$ cat config.mk
export PLATFORM = sky130hd
export DESIGN_NAME = multiciclo
export DESIGN_NICKNAME = d
export VERILOG_FILES = /design/src/rtl/multiciclo.sv
export SDC_FILE = /design/constraint.sdc
export NUM_CORES = 2
export LEC_CHECK = 0
export BUFFER_PORTS_ARGS = -buffer_cell sky130_fd_sc_hd__buf_2
export CORE_MARGIN = 2
export CORE_UTILIZATION = 40
export CTS_CLUSTER_DIAMETER = 80
export CTS_CLUSTER_SIZE = 24
export DETAILED_ROUTE_END_ITERATION = 6
export PLACE_DENSITY = 0.51
export SLEW_MARGIN = 5
export SYNTH_ARGS = -nofsm -noshare
export SYNTH_HDL_FRONTEND = slang
export SYNTH_SLANG_ARGS = --single-unit
$ cat constraint.sdc
create_clock -name iCLK -period 6.8 [get_ports iCLK]
set_input_delay 1.36 -clock iCLK [delete_from_list [all_inputs] [get_ports iCLK]]
set_output_delay 1.36 -clock iCLK [all_outputs]
set_load 0.005 [all_outputs]
$ cat src/rtl/multiciclo.sv
// Multicycle RV32I subset core with a single unified memory port.
// Optional RV32M mul (shift-add, 32 cycles) compiled in by defining MULTICICLO_MUL_EN.
module multiciclo #(
    parameter logic [31:0] RESET_PC = 32'h0040_0000,
    parameter int unsigned ADDR_W   = 32
) (
    input  logic              iCLK,
    input  logic              iRST_N,
    output logic              oMemReq,
    output logic              oMemWE,
    output logic [ADDR_W-1:0] oMemAddr,
    output logic [31:0]       oMemWData,
    input  logic              iMemReady,
    input  logic [31:0]       iMemRData,
    input  logic [4:0]        iRegDispSelect,
    output logic [31:0]       oRegDisp,
    output logic [31:0]       oPC,
    output logic [31:0]       oInstr,
    output logic [2:0]        oState,
    output logic              oIllegal
);

    typedef enum logic [2:0] {
        FETCH  = 3'd0,
        DECODE = 3'd1,
        EXEC   = 3'd2,
        MEM    = 3'd3,
        WB     = 3'd4,
        MUL    = 3'd5,
        TRAP   = 3'd7
    } state_t;

    localparam logic [6:0] OP_LOAD   = 7'b0000011;
    localparam logic [6:0] OP_STORE  = 7'b0100011;
    localparam logic [6:0] OP_BRANCH = 7'b1100011;
    localparam logic [6:0] OP_JAL    = 7'b1101111;
    localparam logic [6:0] OP_JALR   = 7'b1100111;
    localparam logic [6:0] OP_LUI    = 7'b0110111;
    localparam logic [6:0] OP_IMM    = 7'b0010011;
    localparam logic [6:0] OP_REG    = 7'b0110011;

    state_t              state;
    logic [31:0]         pc, old_pc, ir, a, b, imm, alu_out, mdr;
    logic [31:0]         regs [32];
    logic                mem_req, mem_we, illegal;
    logic [ADDR_W-1:0]   mem_addr;
    logic [31:0]         mem_wdata;

    logic [6:0]  opcode, funct7;
    logic [2:0]  funct3;
    logic [4:0]  rd, rs1, rs2;
    logic        is_load, is_store, is_branch, is_jal, is_jalr, is_lui, is_opimm, is_op;
    logic        base_legal, legal, taken;
    logic [31:0] imm_dec, alu_b, alu_res, addr_sum, link, br_target, pc_plus4, wb_data;
    logic [31:0] rs1_val, rs2_val;

`ifdef MULTICICLO_MUL_EN
    logic        is_mul;
    logic [31:0] mcand, mplier, acc, acc_next;
    logic [4:0]  mul_cnt;
`endif

    assign opcode = ir[6:0];
    assign rd     = ir[11:7];
    assign funct3 = ir[14:12];
    assign rs1    = ir[19:15];
    assign rs2    = ir[24:20];
    assign funct7 = ir[31:25];

    assign is_load   = (opcode == OP_LOAD)   && (funct3 == 3'b010);
    assign is_store  = (opcode == OP_STORE)  && (funct3 == 3'b010);
    assign is_branch = (opcode == OP_BRANCH) && (funct3 inside {3'b000, 3'b001});
    assign is_jal    = (opcode == OP_JAL);
    assign is_jalr   = (opcode == OP_JALR)   && (funct3 == 3'b000);
    assign is_lui    = (opcode == OP_LUI);
    assign is_opimm  = (opcode == OP_IMM)    && (funct3 inside {3'b000, 3'b010, 3'b110, 3'b111});
    assign is_op     = (opcode == OP_REG) &&
                       (((funct7 == 7'b0000000) && (funct3 inside {3'b000, 3'b010, 3'b110, 3'b111})) ||
                        ((funct7 == 7'b0100000) && (funct3 == 3'b000)));
    assign base_legal = is_load | is_store | is_branch | is_jal | is_jalr | is_lui | is_opimm | is_op;

`ifdef MULTICICLO_MUL_EN
    assign is_mul   = (opcode == OP_REG) && (funct7 == 7'b0000001) && (funct3 == 3'b000);
    assign legal    = base_legal | is_mul;
    assign acc_next = acc + (mplier[0] ? mcand : 32'd0);
`else
    assign legal = base_legal;
`endif

    assign rs1_val   = (rs1 == 5'd0) ? '0 : regs[rs1];
    assign rs2_val   = (rs2 == 5'd0) ? '0 : regs[rs2];
    assign addr_sum  = a + imm;
    assign link      = old_pc + 32'd4;
    assign br_target = old_pc + imm;
    assign pc_plus4  = pc + 32'd4;
    assign taken     = (a == b) ^ funct3[0];
    assign wb_data   = is_load ? mdr : alu_out;

    assign oMemReq   = mem_req;
    assign oMemWE    = mem_we;
    assign oMemAddr  = mem_addr;
    assign oMemWData = mem_wdata;
    assign oPC       = pc;
    assign oInstr    = ir;
    assign oState    = state;
    assign oIllegal  = illegal;
    assign oRegDisp  = (iRegDispSelect == 5'd0) ? '0 : regs[iRegDispSelect];

    // Immediate extraction by instruction format
    always_comb begin
        imm_dec = {{20{ir[31]}}, ir[31:20]};
        if (is_store)
            imm_dec = {{20{ir[31]}}, ir[31:25], ir[11:7]};
        else if (is_branch)
            imm_dec = {{19{ir[31]}}, ir[31], ir[7], ir[30:25], ir[11:8], 1'b0};
        else if (is_jal)
            imm_dec = {{11{ir[31]}}, ir[31], ir[19:12], ir[20], ir[30:21], 1'b0};
        else if (is_lui)
            imm_dec = {ir[31:12], 12'b0};
    end

    // ALU for register/immediate arithmetic; load/store/jalr use addr_sum instead
    always_comb begin
        alu_b   = is_op ? b : imm;
        alu_res = a + alu_b;
        case (funct3)
            3'b000:  alu_res = (is_op && funct7[5]) ? (a - alu_b) : (a + alu_b);
            3'b010:  alu_res = {31'b0, $signed(a) < $signed(alu_b)};
            3'b110:  alu_res = a | alu_b;
            3'b111:  alu_res = a & alu_b;
            default: alu_res = a + alu_b;
        endcase
    end

    // Control FSM, datapath registers and register file
    always_ff @(posedge iCLK or negedge iRST_N) begin
        if (!iRST_N) begin
            state     <= FETCH;
            pc        <= RESET_PC;
            old_pc    <= '0;
            ir        <= '0;
            a         <= '0;
            b         <= '0;
            imm       <= '0;
            alu_out   <= '0;
            mdr       <= '0;
            mem_req   <= 1'b0;
            mem_we    <= 1'b0;
            mem_addr  <= '0;
            mem_wdata <= '0;
            illegal   <= 1'b0;
            for (int unsigned i = 0; i < 32; i++) regs[i] <= '0;
`ifdef MULTICICLO_MUL_EN
            mcand   <= '0;
            mplier  <= '0;
            acc     <= '0;
            mul_cnt <= '0;
`endif
        end else begin
            case (state)
                FETCH: begin
                    // Entering FETCH normally raises the request; after reset it is raised here
                    if (!mem_req) begin
                        mem_req  <= 1'b1;
                        mem_we   <= 1'b0;
                        mem_addr <= pc[ADDR_W-1:0];
                    end else if (iMemReady) begin
                        ir      <= iMemRData;
                        old_pc  <= pc;
                        pc      <= pc_plus4;
                        mem_req <= 1'b0;
                        state   <= DECODE;
                    end
                end
                DECODE: begin
                    a   <= rs1_val;
                    b   <= rs2_val;
                    imm <= imm_dec;
                    if (legal) begin
                        state <= EXEC;
                    end else begin
                        illegal <= 1'b1;
                        state   <= TRAP;
                    end
                end
                EXEC: begin
                    if (is_branch) begin
                        if (taken) pc <= br_target;
                        mem_req  <= 1'b1;
                        mem_we   <= 1'b0;
                        mem_addr <= taken ? br_target[ADDR_W-1:0] : pc[ADDR_W-1:0];
                        state    <= FETCH;
                    end else if (is_load || is_store) begin
                        alu_out <= addr_sum;
                        if (addr_sum[1:0] != 2'b00) begin
                            illegal <= 1'b1;
                            state   <= TRAP;
                        end else begin
                            mem_req   <= 1'b1;
                            mem_we    <= is_store;
                            mem_addr  <= addr_sum[ADDR_W-1:0];
                            mem_wdata <= b;
                            state     <= MEM;
                        end
                    end else if (is_jal) begin
                        pc      <= br_target;
                        alu_out <= link;
                        state   <= WB;
                    end else if (is_jalr) begin
                        pc      <= {addr_sum[31:1], 1'b0};
                        alu_out <= link;
                        state   <= WB;
                    end else if (is_lui) begin
                        alu_out <= imm;
                        state   <= WB;
`ifdef MULTICICLO_MUL_EN
                    end else if (is_mul) begin
                        mcand   <= a;
                        mplier  <= b;
                        acc     <= '0;
                        mul_cnt <= '0;
                        state   <= MUL;
`endif
                    end else begin
                        alu_out <= alu_res;
                        state   <= WB;
                    end
                end
                MEM: begin
                    // A store hands the port straight over to the next fetch
                    if (iMemReady) begin
                        mem_we <= 1'b0;
                        if (is_load) begin
                            mdr     <= iMemRData;
                            mem_req <= 1'b0;
                            state   <= WB;
                        end else begin
                            mem_req  <= 1'b1;
                            mem_addr <= pc[ADDR_W-1:0];
                            state    <= FETCH;
                        end
                    end
                end
                WB: begin
                    if (rd != 5'd0) regs[rd] <= wb_data;
                    mem_req  <= 1'b1;
                    mem_we   <= 1'b0;
                    mem_addr <= pc[ADDR_W-1:0];
                    state    <= FETCH;
                end
                MUL: begin
`ifdef MULTICICLO_MUL_EN
                    acc     <= acc_next;
                    mcand   <= {mcand[30:0], 1'b0};
                    mplier  <= {1'b0, mplier[31:1]};
                    mul_cnt <= mul_cnt + 5'd1;
                    if (mul_cnt == 5'd31) begin
                        alu_out <= acc_next;
                        state   <= WB;
                    end
`else
                    mem_req <= 1'b0;
                    state   <= FETCH;
`endif
                end
                TRAP: begin
                    mem_req <= 1'b0;
                    mem_we  <= 1'b0;
                end
                default: begin
                    mem_req <= 1'b0;
                    mem_we  <= 1'b0;
                    state   <= FETCH;
                end
            endcase
        end
    end

endmodule

### Word level (Yosys, flattened, before mapping)

Cells that the tools add are included.
W data, S select, Z words.

| cells by class | value |
|---|---|
| $add $sub $neg | 6 |
| magnitude comparators | 6 |
| equal/unequal tests | 33 |
| mux-type cells | 70 |
| bitwise logic cells | 19 |
| reductions and logical operators | 37 |

Operators with widths:

| cell | number |
|---|---|
| $bwmux W1024 | 1 |
| $mux W32 | 30 |
| $bmux W32 S5 | 3 |
| $pmux W32 S4 | 2 |
| $demux W32 S5 | 1 |
| $mux W31 | 4 |
| $add A32 B32 Y32 | 3 |
| $add A32 B3 Y32 const B | 2 |
| $pmux W32 S2 | 1 |
| $and A32 B32 Y32 | 1 |
| $eq A32 B32 Y1 | 1 |
| $lt A32 B32 Y1 | 1 |
| $or A32 B32 Y32 | 1 |
| $sub A32 B32 Y32 | 1 |
| $eq A7 B6 Y1 const B | 4 |
| $ge A6 B6 Y1 const B | 4 |
| $mux W3 | 8 |
| $not A5 Y6 | 4 |
| $eq A7 B7 Y1 const B | 3 |
| $ne A2 B2 Y1 const B | 9 |
| $mux W1 | 16 |
| $eq A3 B3 Y1 const B | 5 |
| $logic_not A5 Y1 | 3 |
| $pmux W3 S5 | 1 |
| other kinds (26) | 62 |

| storage, ports and cells | value |
|---|---|
| bits in registers | 1,350 |
| input bits | 40 |
| output and inout bits | 166 |

### Longest topological paths before layout

| logic depth | value |
|---|---|
| depth after elaboration | 13 |
| mapped depth | 20 |

### Worst setup path before layout

No wires, ideal clock.

| timing | value |
|---|---|
| path kind | input -> output |
| start | input iRegDispSelect[0] |
| end | output oRegDisp[10] |
| arrival | 3.740 ns |
| required time | 5.440 ns |
| setup slack | 1.700 ns |
| stages | 7 |
| buffers on the path | 3 |
| cells stage by stage | clkbuf_1 > buf_1 > buf_1 > mux4_2 > mux4_2 > mux2i_1 > nor2_1 |

| on the way | value |
|---|---|
| cells in the longest elaborated chain, start to end | 5 |
| elaborated cells on any way between the ends | 6 |
| classes of those cells | mux: 4; bitwise: 1; reduce/logical: 1 |

Ends and longest elaborated chain:

| element | RTL line | RTL |
|---|---|---|
| start: declaration | 15 | `input logic [4:0] iRegDispSelect,` |
| $not A5 Y6 (implied by the code) | 107 | `assign oRegDisp = (iRegDispSelect == 5'd0) ? '0 : regs[iRegDispSelect];` |
| $bmux W32 S5 | 107 |  |
| $mux W32 (implied by the code) (2 in a row) | 107 |  |
| $mux W32 (*) | 107 |  |
| end: declaration | 16 | `output logic [31:0] oRegDisp,` |

Every way passes the cells marked *; elsewhere a longest branch is shown, timed or not. The select of a mux whose other input is x is not followed.

### Final worst setup path

| timing | value |
|---|---|
| start | register ir[14] (netlist: oInstr[14]) |
| end | register alu_out[28] |

| on the way | value |
|---|---|
| cells in the longest elaborated chain, start to end | 13 |
| elaborated cells on any way between the ends | 30 |
| classes of those cells | add/sub: 2; eq/ne: 4; mux: 7; bitwise: 3; reduce/logical: 14 |

Ends and longest elaborated chain:

| element | RTL line | RTL |
|---|---|---|
| start: declaration | 43 | `logic [31:0] pc, old_pc, ir, a, b, imm, alu_out, mdr;` |
| start signal: assignment | 168 | `ir <= iMemRData;` |
| $eq A3 B2 Y1 (tied with other cells) | -- |  |
| $reduce_bool A4 Y1 | 78 | `(((funct7 == 7'b0000000) && (funct3 inside {3'b000, 3'b010, 3'b110, 3'b111})) \|\|` |
| $logic_and A1 B1 Y1 | 78 |  |
| $logic_or A1 B1 Y1 | 78 |  |
| $logic_and A1 B1 Y1 | 77 | `assign is_op = (opcode == OP_REG) &&` |
| $mux W32 | 124 | `alu_b = is_op ? b : imm;` |
| $add A32 B32 Y32 or $sub A32 B32 Y32 (tied branches) | 127, 131 |  |
| $mux W32 | 127 | `3'b000: alu_res = (is_op && funct7[5]) ? (a - alu_b) : (a + alu_b);` |
| $pmux W32 S4 | 126 | `case (funct3)` |
| $mux W32 | 213 | `end else if (is_lui) begin` |
| $mux W32 | 209 | `end else if (is_jalr) begin` |
| $mux W32 | 205 | `end else if (is_jal) begin` |
| $mux W32 | 193 | `end else if (is_load \|\| is_store) begin` |
| end signal: assignment | 194 | `alu_out <= addr_sum;` |
| end signal: assignment | 207 | `alu_out <= link;` |
| end signal: assignment | 214 | `alu_out <= imm;` |
| end: declaration | 43 |  |

Several ways; a longest one is shown, not always the timed one.
A chain may end at the register's enable or synchronous reset.

==> flow_summary_export.csv <==
group,metric,value,unit
placed_design,dpl.hpwl,229000,um
pwr,power_frac_seq,34.4,%
floorplanning,core_area,0.209,mm^2
global_routing,grt_util_met2,49.1,%
global_routing,grt_max_degree,158,
pwr,combPwrFrac,48.3,%
floorplanning,die-area,0.214,mm^2
floorplanning,fp-row-count,168,
worst_hold_path,min_from,"regs[1010]",
sta,setup_violations,0,
pwr,power.density,433,mW/mm^2
clock_network,path_clk_slew,90,ps
sta,fin_crit_sh,88.8,%
setup_path,path_delay_family,"compound AO/OA/AOI/OAI gates",
global_routing,grt_busiest_layer,"met2",
flow_run,max-cap-violations,0,
pwr,power_switching,18.5,mW
yosys,ys_types,85,
sta,rsz0062_at_grt,"false",
floorplanning,pin_count,206,
sta,final_max_slew_viol_count,0,
setup_path,r2r_slack,760,ps
layout,fill_cells,19800,
clock_network,holdBufCountCts,0,
detailed_routing,drtIter0Drc,8022,
setup_path,cp_common_cell,"o21ai_0",
clock_network,cts_resized,0,
setup_path,r2r_end,"alu_out[28]",
detailed_routing,via_count,67700,
yosys,avgSynthCellArea,10.7,um^2
floorplanning,start_util,40.2,%
yosys,ys_warn_count,0,
setup_path,critPathBufInv,3,
clock_network,numClockSinks,1350,
clock_network,clk_path_buf_depth,3,
layout,syn_to_final_growth,9.49,%
clock_network,tritoncts,"yes",
layout,utilization,44.0,%
placed_design,gp_congestion,0.966,
clock_network,postCtsSetupBuffers,0,
setup_path,crit_fanout,19,
sta,hold_slack,422,ps
global_routing,grt_overflow_total,0,
yosys,ys_async_sr_fraction,100,%
setup_path,r2r_start,"oInstr[14]",
clock_network,clockRootBuffer,"clkbuf_16",
pwr,swShare,46.4,%
clock_network,cts.htree.levels,3,
detailed_routing,firstDrtPassIters,7,
global_routing,grt_usage,32.2,%
setup_path,reg2reg_depth,20,
worst_hold_path,holdPathStages,0,
detailed_routing,wirelength,349000,um
global_routing,grt_pass1_wl,498000,um
yosys,ys.flop_type,"dfrtp_1",
clock_network,clock_latency,790,ps
detailed_routing,wire_per_inst,33.1,um
detailed_routing,viasPerCell,6.43,
setup_path,worstPathRequired,7460,ps
pwr,pwr-share-clk,17.3,%
setup_path,arrival,6690,ps
pwr,p_total,39.9,mW
sta,fmax,0.166,GHz
floorplanning,die_w,463,um
global_routing,antenna_found_initial,17,
layout,finalNetCount,7839,
yosys,ys_ff_latch,1350,
yosys,synth_edf_count,0,
yosys,ys_seq_area_share,40.1,%
sta,tightest_slew,1390,ps
global_routing,grt_pass1_vias,65400,
pwr,power_leakage,38.8,nW
run_status,status,"complete, but fails checks",
setup_path,critPathKind,"flop to flop",
sta,period_minus_slack,6040,ps
sta,setup_tns,0,ps
yosys,syn_nets,8054,
setup_path,critical_path.max_stage_delay,590,ps
sta,finalHoldViolCount,0,
floorplanning,die_h,463,um
placed_design,portBuffers,205,
setup_path,path_cells,"and2_1 > buf_4 > o21ai_0 > nor4_4 > buf_4 > mux2_2 > ha_1 > inv_1 > fa_1 > nor2b_1 > o21ai_0 > a31oi_1 > nor2_1 > o21ai_0 > a21boi_0 > o31ai_1 > a221oi_1 > xnor2_1 > a211oi_1 > o21ai_0",
setup_path,end_kind,"flop",
setup_path,slowest_stage,"o31ai_1",
detailed_routing,antenna_left,0,
global_routing,grtUsageMet3,5.78,%
sta,slew-limit-headroom,6.40,%
sta,fin_skew,46.3,ps
worst_hold_path,min_path_type,"flop to flop",
global_routing,use_met1,44.8,%
yosys,netlist_instances,7849,
pwr,p_int,21.4,mW
worst_hold_path,hold_path_end,"regs[1010]",
layout,drive_gt1_share,23.2,%
run_status,violations,"DRC",
detailed_routing,drc,1,
yosys,synth.cell_area,0.0842,mm^2
setup_path,startpoint_type,"flop",
pwr,peakVddDrop,0.000522,V
clock_network,cts_buffers,99,
-- power by group through the flow --
stage          clock [mW]  combinational [mW]  sequential [mW]
6_report             6.92                19.3             13.7
3_5_place_dp            0                19.0             13.8
5_1_grt              7.31                20.5             14.0
2_1_floorplan           0                13.0             11.9
4_1_cts              7.03                19.1             13.6
3_3_place_gp            0                18.9             13.6
-- cell usage in the layout (no fill, tap or decap), types with 101 or more instances in the layout --
cell,netlist,routed
buf_4,1,186
nor2_1,581,569
o22ai_1,116,116
o21ai_0,925,925
inv_1,124,124
clkbuf_16,0,101
dfrtp_1,1349,1338
mux4_2,896,896
mux2_2,180,180
buf_2,46,199
a21oi_1,595,595
nand2_1,1160,1141
ha_1,161,161
-- layer usage --
metal  vias to the layer above  part of all wire [%]
met5                         -                 0.025
met4                        12                   5.2
met3                       723                   8.3
met2                      3295                    45
met1                     35100                    41
li1                      28600                     -
-- stage by stage --
| step | instance area [um^2] | setup WS [ps] | instances |
|---|---|---|---|
| after floorplan | 84200 | 1700 | 7849 |
| after global placement | 88500 | 1030 | 10300 |
| after detailed placement | 88500 | 996 | 10300 |
| after CTS | 92100 | 981 | 10500 |
| after global routing | 92100 | 454 | 10500 |
| final | 92100 | 763 | 10500 |
-- final cells by class --
cell class                 instances  area, um^2  area share [%]
antenna                            3        7.51         0.00815
clock buffer                     113        2650            2.88
clock inverter                    72         983            1.07
inverter                         125         469           0.509
multi-input combinational       5640       47700            51.7
sequential                      1350       33800            36.7
tap                             2805        3510            3.81
timing repair buffer             418        3030            3.29
-- logic make-up (layout without fill, tap and decap cells) --
family          Yosys count  count (layout)  share of synthesized area [%]
compound gates         2027            2027                           13.6
xor+xnor                168             168                           1.75
fa+ha+maj               165             165                           2.49
buf+inv                 859             728                           3.90
flops                  1350            1350                           40.1
mux                    1205            1205                           27.9
other cells               0               3                              0
simple gates           2075            2075                           10.2
-- worst register-to-register path: cells and delay by family (launching register included) --
family | cells | cell delay (ps)
AO/OA/AOI/OAI | 9 | 2800
AND/OR/NAND/NOR | 4 | 810
buffers and inverters | 3 | 730
flip-flops | 1 | 580
multiplexers | 1 | 460
adder cells (fa/ha/maj) | 2 | 410
XOR/XNOR | 1 | 170
-- Yosys cell counts (23+ instances only) --
library cell | instances | area [um^2]
mux2_2 | 180 | 2030
a31oi_1 | 38 | 238
o22ai_1 | 116 | 726
o32ai_1 | 23 | 201
nor2b_1 | 58 | 363
and3_1 | 32 | 200
nor3_1 | 46 | 230
inv_1 | 124 | 465
buf_1 | 92 | 345
a211oi_1 | 33 | 248
nor4_1 | 23 | 144
ha_1 | 161 | 2010
o31ai_1 | 34 | 255
nand2_1 | 1160 | 4350
mux4_2 | 896 | 20200
o21ai_0 | 925 | 4630
buf_2 | 46 | 230
a221oi_1 | 39 | 342
nor2_1 | 581 | 2180
xnor2_1 | 99 | 867
mux2i_1 | 126 | 1260
clkbuf_1 | 595 | 2230
a21o_1 | 43 | 323
xor2_1 | 69 | 604
a21oi_1 | 595 | 2980
dfrtp_1 | 1349 | 33800
nand3_1 | 70 | 350
-- flip-flops by register name, indices dropped and copies added (netlist names) --
name       count
oMemAddr      32
regs        1024
oState         3
b             32
a             32
oInstr        32
imm           32
oMemReq        1
oPC           32
oIllegal       1
oMemWE         1
alu_out       32
old_pc        32
mdr           32
oMemWData     32
-- worst max-delay path by stage --
stage                                  from           end  slack (ps)  cells after the start
final                            oInstr[14]   alu_out[28]         760                     20
after global placement    iRegDispSelect[0]  oRegDisp[27]        1030                      7
after detailed placement         oInstr[14]   alu_out[28]        1000                     20
after CTS                        oInstr[14]   alu_out[28]         980                     20
after global routing             oInstr[14]   alu_out[28]         450                     20
after floorplan           iRegDispSelect[0]  oRegDisp[10]        1700                      7
(Power assumes the default switching activity.)
